`src/rtl/rr_stream_mux_pkg.sv`:
```
// Shared routing definitions for the round-robin stream multiplexer.
package rr_stream_mux_pkg;

   typedef enum logic {
      ModeRr    = 1'b0,
      ModeFixed = 1'b1
   } mode_e;

   function automatic int unsigned num_chan(input int unsigned s);
      return 32'd1 << s;
   endfunction

   // Low bit of channel idx within a flattened bus of t-bit slices.
   function automatic int unsigned slice_lo(input int unsigned idx, input int unsigned t);
      return idx * t;
   endfunction

endpackage

```
`src/rtl/recurse_mux.sv`:
```
// Combinational 2**S:1 multiplexer built as a binary tree of 2:1 stages.
module recurse_mux #(
   parameter int unsigned S = 2,
   parameter int unsigned T = 8
) (
   input  logic [(2**S)*T-1:0] data,
   input  logic [S-1:0]        ctrl,
   output logic [T-1:0]        sel_data
);

   if (S == 1) begin : g_leaf
      assign sel_data = ctrl[0] ? data[2*T-1:T] : data[T-1:0];
   end else begin : g_node
      localparam int unsigned HalfW = (2**(S-1)) * T;
      logic [T-1:0] lo_data;
      logic [T-1:0] hi_data;

      recurse_mux #(.S(S-1), .T(T)) u_lo (
         .data     (data[HalfW-1:0]),
         .ctrl     (ctrl[S-2:0]),
         .sel_data (lo_data)
      );

      recurse_mux #(.S(S-1), .T(T)) u_hi (
         .data     (data[2*HalfW-1:HalfW]),
         .ctrl     (ctrl[S-2:0]),
         .sel_data (hi_data)
      );

      assign sel_data = ctrl[S-1] ? hi_data : lo_data;
   end

endmodule

```
`src/rtl/rr_pick.sv`:
```
// Combinational grant selection: round-robin after last_grant, or lowest index first.
module rr_pick
   import rr_stream_mux_pkg::*;
#(
   parameter int unsigned S = 2
) (
   input  logic [(2**S)-1:0] req,
   input  logic [S-1:0]      last_grant,
   input  logic              mode,
   output logic [S-1:0]      grant,
   output logic              any_req
);

   localparam int unsigned N = num_chan(S);

   logic         found;
   logic [S-1:0] idx;

   always_comb begin
      grant   = '0;
      any_req = |req;
      found   = 1'b0;
      idx     = '0;
      if (mode == ModeFixed) begin
         for (int i = int'(N) - 1; i >= 0; i--) begin
            if (req[i]) grant = i[S-1:0];
         end
      end else begin
         // S-bit add wraps naturally; k = N lands back on last_grant.
         for (int unsigned k = 1; k <= N; k++) begin
            idx = last_grant + k[S-1:0];
            if (!found && req[idx]) begin
               grant = idx;
               found = 1'b1;
            end
         end
      end
   end

endmodule

```
`src/rtl/rr_stream_mux.sv`:
```
// Registered N:1 stream multiplexer with round-robin or fixed-priority arbitration.
module rr_stream_mux
   import rr_stream_mux_pkg::*;
#(
   parameter int unsigned S = 2,
   parameter int unsigned T = 8
) (
   input  logic                 clk,
   input  logic                 rst_n,
   input  logic                 mode,
   input  logic [(2**S)-1:0]    in_valid,
   output logic [(2**S)-1:0]    in_ready,
   input  logic [(2**S)*T-1:0]  in_data,
   output logic                 out_valid,
   input  logic                 out_ready,
   output logic [T-1:0]         out_data,
   output logic [S-1:0]         out_sel
);

   logic [S-1:0] last_grant;
   logic [S-1:0] grant;
   logic         any_req;
   logic         load;
   logic [T-1:0] mux_data;

   // Refill in the same cycle the register drains.
   assign load = !out_valid || out_ready;

   rr_pick #(.S(S)) u_pick (
      .req        (in_valid),
      .last_grant (last_grant),
      .mode       (mode),
      .grant      (grant),
      .any_req    (any_req)
   );

   recurse_mux #(.S(S), .T(T)) u_mux (
      .data     (in_data),
      .ctrl     (grant),
      .sel_data (mux_data)
   );

   always_comb begin
      in_ready = '0;
      if (rst_n && load && any_req) in_ready[grant] = 1'b1;
   end

   always_ff @(posedge clk) begin
      if (!rst_n) begin
         out_valid  <= 1'b0;
         out_data   <= '0;
         out_sel    <= '0;
         last_grant <= '1;
      end else if (load) begin
         if (any_req) begin
            out_valid  <= 1'b1;
            out_data   <= mux_data;
            out_sel    <= grant;
            last_grant <= grant;
         end else begin
            out_valid <= 1'b0;
         end
      end
   end

endmodule

```
`config.mk`:
```
export PLATFORM = sky130hd
export DESIGN_NAME = rr_stream_mux
export DESIGN_NICKNAME = d
export VERILOG_FILES = /design/src/rtl/rr_stream_mux_pkg.sv /design/src/rtl/recurse_mux.sv /design/src/rtl/rr_pick.sv /design/src/rtl/rr_stream_mux.sv
export SDC_FILE = /design/constraint.sdc
export NUM_CORES = 1
export LEC_CHECK = 0
export CAP_MARGIN = 20
export CORE_MARGIN = 3
export CORE_UTILIZATION = 34
export DETAILED_ROUTE_END_ITERATION = 10
export PLACE_DENSITY = 0.8
export SLEW_MARGIN = 20
export SYNTH_ARGS = -nofsm -noshare
export SYNTH_HDL_FRONTEND = slang
export SYNTH_SLANG_ARGS = --single-unit
```
`constraint.sdc`:
```
create_clock -name clk -period 1.8 [get_ports clk]
set_input_delay 0.18 -clock clk [delete_from_list [all_inputs] [get_ports clk]]
set_output_delay 0.18 -clock clk [all_outputs]
set_load 0.05 [all_outputs]
```
=== Yosys cells after proc, flatten, opt, wreduce, memory -nomap -nowiden ===
Cells that the tools add are included.

* $add $sub $neg: 3
* $lt $le $gt $ge: 6
* Muxes and demuxes: 30
* Reduce and logical (&&, ||, !) cells: 13

{| class="wikitable"
|+ Operators with widths
! operator !! number
|-
| $mux W8 || 3
|-
| $mux W2 || 9
|-
| $lt A2 B3 Y1 const B || 5
|-
| $mux W1 || 12
|-
| $bmux W1 S2 || 4
|-
| $logic_and A1 B1 Y1 || 6
|-
| $add A2 B2 Y2 const B || 2
|-
| $logic_not A1 Y1 || 4
|-
| $mux W4 || 1
|-
| $reduce_or A4 Y1 || 1
|-
| $add A2 B1 Y2 const B || 1
|-
| $demux W1 S2 || 1
|-
| $ge A2 B1 Y1 const B || 1
|-
| $reduce_and A2 Y1 || 1
|-
| $logic_or A1 B1 Y1 || 1
|}

* Register bits after elaboration: 13
* Output and inout bits: 15
* Word-level logic and storage cells: 56

=== Logic depth before layout (Yosys ltp) ===
* Word-level depth: 22
* Mapped depth: 7

=== By module ===
Synthesis repeated with hierarchy kept, for this count alone.

* Cells, all modules: 111
* Area total of the unflattened synthesis: 1088.5 um^2

{| class="wikitable"
|+ By module, submodules not included
! module !! instances !! cells each !! area each (um^2)
|-
| rr_stream_mux || 1 || 65 || 590.6
|-
| recurse_mux || 3 || 9 || 131.4
|-
| rr_pick || 1 || 19 || 103.8
|}

=== Worst setup path before layout ===
OpenSTA, ideal clock, no wires.

* Path type: register -> output
* From: register last_grant[1]
* To: output in_ready[2]
* Arrival: 2432 ps
* Data required time: 1620 ps
* Path slack: -812 ps
* Cell stages (with the launch flop): 7
* Path through: dfxtp_1 > buf_2 > and3b_1 > a31o_1 > o31ai_4 > buf_4 > nor3b_1

* Cells in the longest elaborated chain, start to end: 22
* Elaborated cells between the ends (all ways): 34

{| class="wikitable"
|+ RTL lines
! element !! line !! text
|-
| start, declared || rr_stream_mux.sv:20 || <nowiki>logic [S-1:0] last_grant;</nowiki>
|-
| start signal, assigned || rr_stream_mux.sv:59 || <nowiki>last_grant <= grant;</nowiki>
|-
| $add A2 B1 Y2 || rr_pick.sv:31 || <nowiki>idx = last_grant + k[S-1:0];</nowiki>
|-
| $bmux W1 S2 || rr_pick.sv:32 || <nowiki>if (!found && req[idx]) begin</nowiki>
|-
| $mux W1 (not written as such) || rr_pick.sv:32 ||
|-
| $mux W1 || rr_pick.sv:32 ||
|-
| $mux W1 || rr_pick.sv:24 || <nowiki>if (mode == ModeFixed) begin</nowiki>
|-
| $logic_not A1 Y1 || rr_pick.sv:32 ||
|-
| $logic_and A1 B1 Y1 || rr_pick.sv:32 ||
|-
| $mux W1 || rr_pick.sv:32 ||
|-
| (+6 left out) || -- ||
|-
| $logic_and A1 B1 Y1 || rr_pick.sv:32 ||
|-
| $mux W2 * || rr_pick.sv:32 ||
|-
| $mux W2 * || rr_pick.sv:24 ||
|-
| $lt A2 B3 Y1 (not written as such) / $ge A2 B1 Y1 (equally long branches) || rr_stream_mux.sv:45 || <nowiki>if (rst_n && load && any_req) in_ready[grant] = 1'b1;</nowiki>
|-
| $logic_and A1 B1 Y1 (not written as such) || rr_stream_mux.sv:45 ||
|-
| $mux W1 (not written as such) || rr_stream_mux.sv:45 ||
|-
| $demux W1 S2 * || rr_stream_mux.sv:45 ||
|-
| $mux W4 * || rr_stream_mux.sv:45 ||
|-
| end, declared || rr_stream_mux.sv:12 || <nowiki>output logic [(2**S)-1:0] in_ready,</nowiki>
|}

Every way passes the cells marked *; elsewhere a longest branch is shown, timed or not. The select of a mux whose other input is x is not followed.

=== Worst setup path in the final report ===
Ends and elaborated chain as after synthesis.

==> run summary <==
outcome: finished, violations left
violated checks: negative setup slack
min Tclk post-route: 1947 ps
xor-xnor portion of the synthesized cell area: 0%
Netlist Area Pre-Place: 934.6 µm²
final worst slack: -147.0 ps
Synth Net Count: 160
clock tree sinks: 13
die area: 0.003414 mm²
most common library cell in the layout ignoring fill and taps: clkdlybuf4s50_1
drt first pass iters: 4
gr usage total: 22.76%
Cell Area, Placed: 0.001745 mm²
slowest CP cell: dfxtp_4
Netlist cell types: 38
Rows: 18
post-synthesis adder-cell area fraction: 0%
most frequent cells in the layout: 45 x clkdlybuf4s50_1, 25 x buf_4, 12 x o21ai_0
initial antenna violation count: 0
HP Start: in_data[19]
vias: 1,347
Worst Path Required: 1620 ps
final setup vio count: 4
critical path class: flop to output port
Num CTS Buffers: 3
Slew @ Worst Pin: 498.7 ps
Fmax: 0.5136 GHz
skew final: 9.415 ps
# Max-Cap Violations: 0
layout cell share with drive strength beyond 1: 25.89%
proportion of synthesized area in mux cells: 1.071%
Hold Path End: out_data[3]
first-pass GRT wire length: 6085 µm
#FFs+latches synth: 13
Clock Pin Slew Worst Setup and Hold Paths: 100 ps
crit-path max cell delay: 400 ps
LEAKAGE: 0.7040 nW
largest net degree at the start of global routing: 14
CTS H-tree lvls: 1
register area share after synthesis: 27.84%
synth top area cells: dfxtp_1 28%, a32oi_1 7.5%, a31oi_1 6.7%, o21ai_0 6.4%, and2_1 5.4%
Initial Utilization: 36.73%
Die Ht: 58.43 µm
boundary pin count: 55
Via-to-Cell Ratio: 5.934
final instance area: 0.001814 mm²
post-DP HPWL: 2858 µm
hold_ws: 483.9 ps
CP Launch Type: flop
Slew Limit Fails: 0
Max VDD drop: 0.4363 mV
clk buf depth: 2
largest family of logic cells by synthesized area: compound AO/OA/AOI/OAI gates
Post-synth EDFFs: 0
cts hold-fix bufs: 0
Max FO, Critical Path: 6
ys flop type: dfxtp_1
drt total wl: 3852 µm
later-pin clock latency in the skew report: 290 ps
FFs w/ async S/R, synth: 0%
Avg WL per Cell: 16.97 µm
r2r endpoint: out_data[2]
post-synth top area cell: dfxtp_1
# DRC: 0
CORE AREA: 0.002545 mm²
RD Place Congestion: 0.7935
pwr dens: 630.4 mW/mm²
Worst Path Arrival: 1770 ps
RSZ-0062 raised after global routing: yes
Simple-Gate Fraction of Synth Area: 27.18%
Compound-Gate Fraction of Synth Area: 38.69%
Rel. slew slack: 66.65%
synth-to-layout area growth: 94.11%
number of nets in the layout: 238
FF-to-FF path depth: 5
Final ANT Viol Nets: 0
vias in the first global route: 1,368
TritonCTS clock tree: yes
Hold Path Class: input port to flop
setup slack, reg-to-reg: 10 ps
Yosys top cell area share: 27.84%
chip width: 58.43 µm
Root Driver: clkbuf_4
IO buf count: 54
number of diodes: 0
first-iteration detailed-routing DRC count: 73
CP Capture Type: output port
crit share post-route: 108.2%
worst reg2reg path startpoint: last_grant[1]
Final Hold Vio Count: 0
Final TNS setup: -513.2 ps
syn avg cell area: 7.789 µm²
hold depth: 3
synth warn: 0
cell count after synthesis: 120
cells along the critical path: mux2i_2 > o32ai_2 > or2_4 > nor3b_4 > buf_12
grt ovf: 0
## cells by family after synthesis
| family | Yosys count |
|---|---|
| simple gates | 46 |
| flops | 13 |
| compound gates | 51 |
| buf+inv | 9 |
| mux | 1 |
## where the power goes
group / internal [mW] / switching, mW
Sequential: 0.321 / 0.0241
Combinational: 0.280 / 0.315
Clock: 0.0861 / 0.118
Total: 0.686 / 0.457
## metrics by stage
| step | util [%] | power [mW] | setup slack (ps) | std cells |
|---|---|---|---|---|
| after floorplan | - | 0.6688 | -74.73 | 120 |
| after global placement | 68.58 | 0.9084 | -362.7 | 221 |
| after detailed placement | 68.58 | 0.9216 | -476.8 | 221 |
| after CTS | 70.30 | 1.124 | -166.5 | 225 |
| after global routing | 71.29 | 1.185 | -180.7 | 227 |
| final | 71.29 | 1.144 | -147.0 | 227 |
## worst max path at each step
stage | start | to | slack [ps] | depth (start not counted)
after floorplan | last_grant[1] | in_ready[2] | -70 | 6
after global placement | in_valid[0] | out_data[4] | -360 | 6
after detailed placement | in_valid[0] | out_data[2] | -480 | 6
after CTS | last_grant[1] | in_ready[2] | -170 | 5
after global routing | last_grant[1] | in_ready[3] | -180 | 5
final | last_grant[1] | in_ready[2] | -150 | 5
## registers in the layout, indices dropped and copies added (netlist names)
signal / flops
out_sel: 2
out_data: 8
out_valid: 1
last_grant: 2
## critical path: cells and delay by family (launching register included)
kind	cells	cell delay, ps
DFF	1	400
AOI/OAI and AO/OA	1	130
buffers and inverters	1	170
and+or+nand+nor	2	510
muxes	1	270
## layer usage
| metal | vias to the layer above | global-route usage [%] | wire length (µm) |
|---|---|---|---|
| met3 | 22 | 3.947 | 362 |
| met1 | 625 | 28.70 | 1588 |
| met4 | 0 | 8.940 | 83 |
| met2 | 82 | 38.28 | 1818 |
| li1 | 618 | - | - |
| met5 | - | 0 | 0 |
## what timing repair did
item | in CTS | in global routing
endpoints found under the hold margin | 0 | 0
endpoints found under the setup margin | 12 | 12
setup buffers | 0 | 2
resized for setup | 10 | 4
pin swaps | 4 | 1
## Yosys cell counts (all sizes together) (3+ instances only)
master and number:
nand3 9, dfxtp 13, o21ai 13, a21oi 9
buf 6, nor2 10, or2 4, nand2b 3
a32oi 8, a31oi 10, and2 8
## cell type report
type / instances / area (µm²)
repair buffers: 80 / 777.0
fillers: 188 / 730.7
multi-input cells: 98 / 700.7
inverters: 2 / 7.507
clock buffers: 4 / 26.28
well taps: 30 / 37.54
flip-flops and latches: 13 / 265.3
Note: power is estimated with default switching activity, not from simulation.
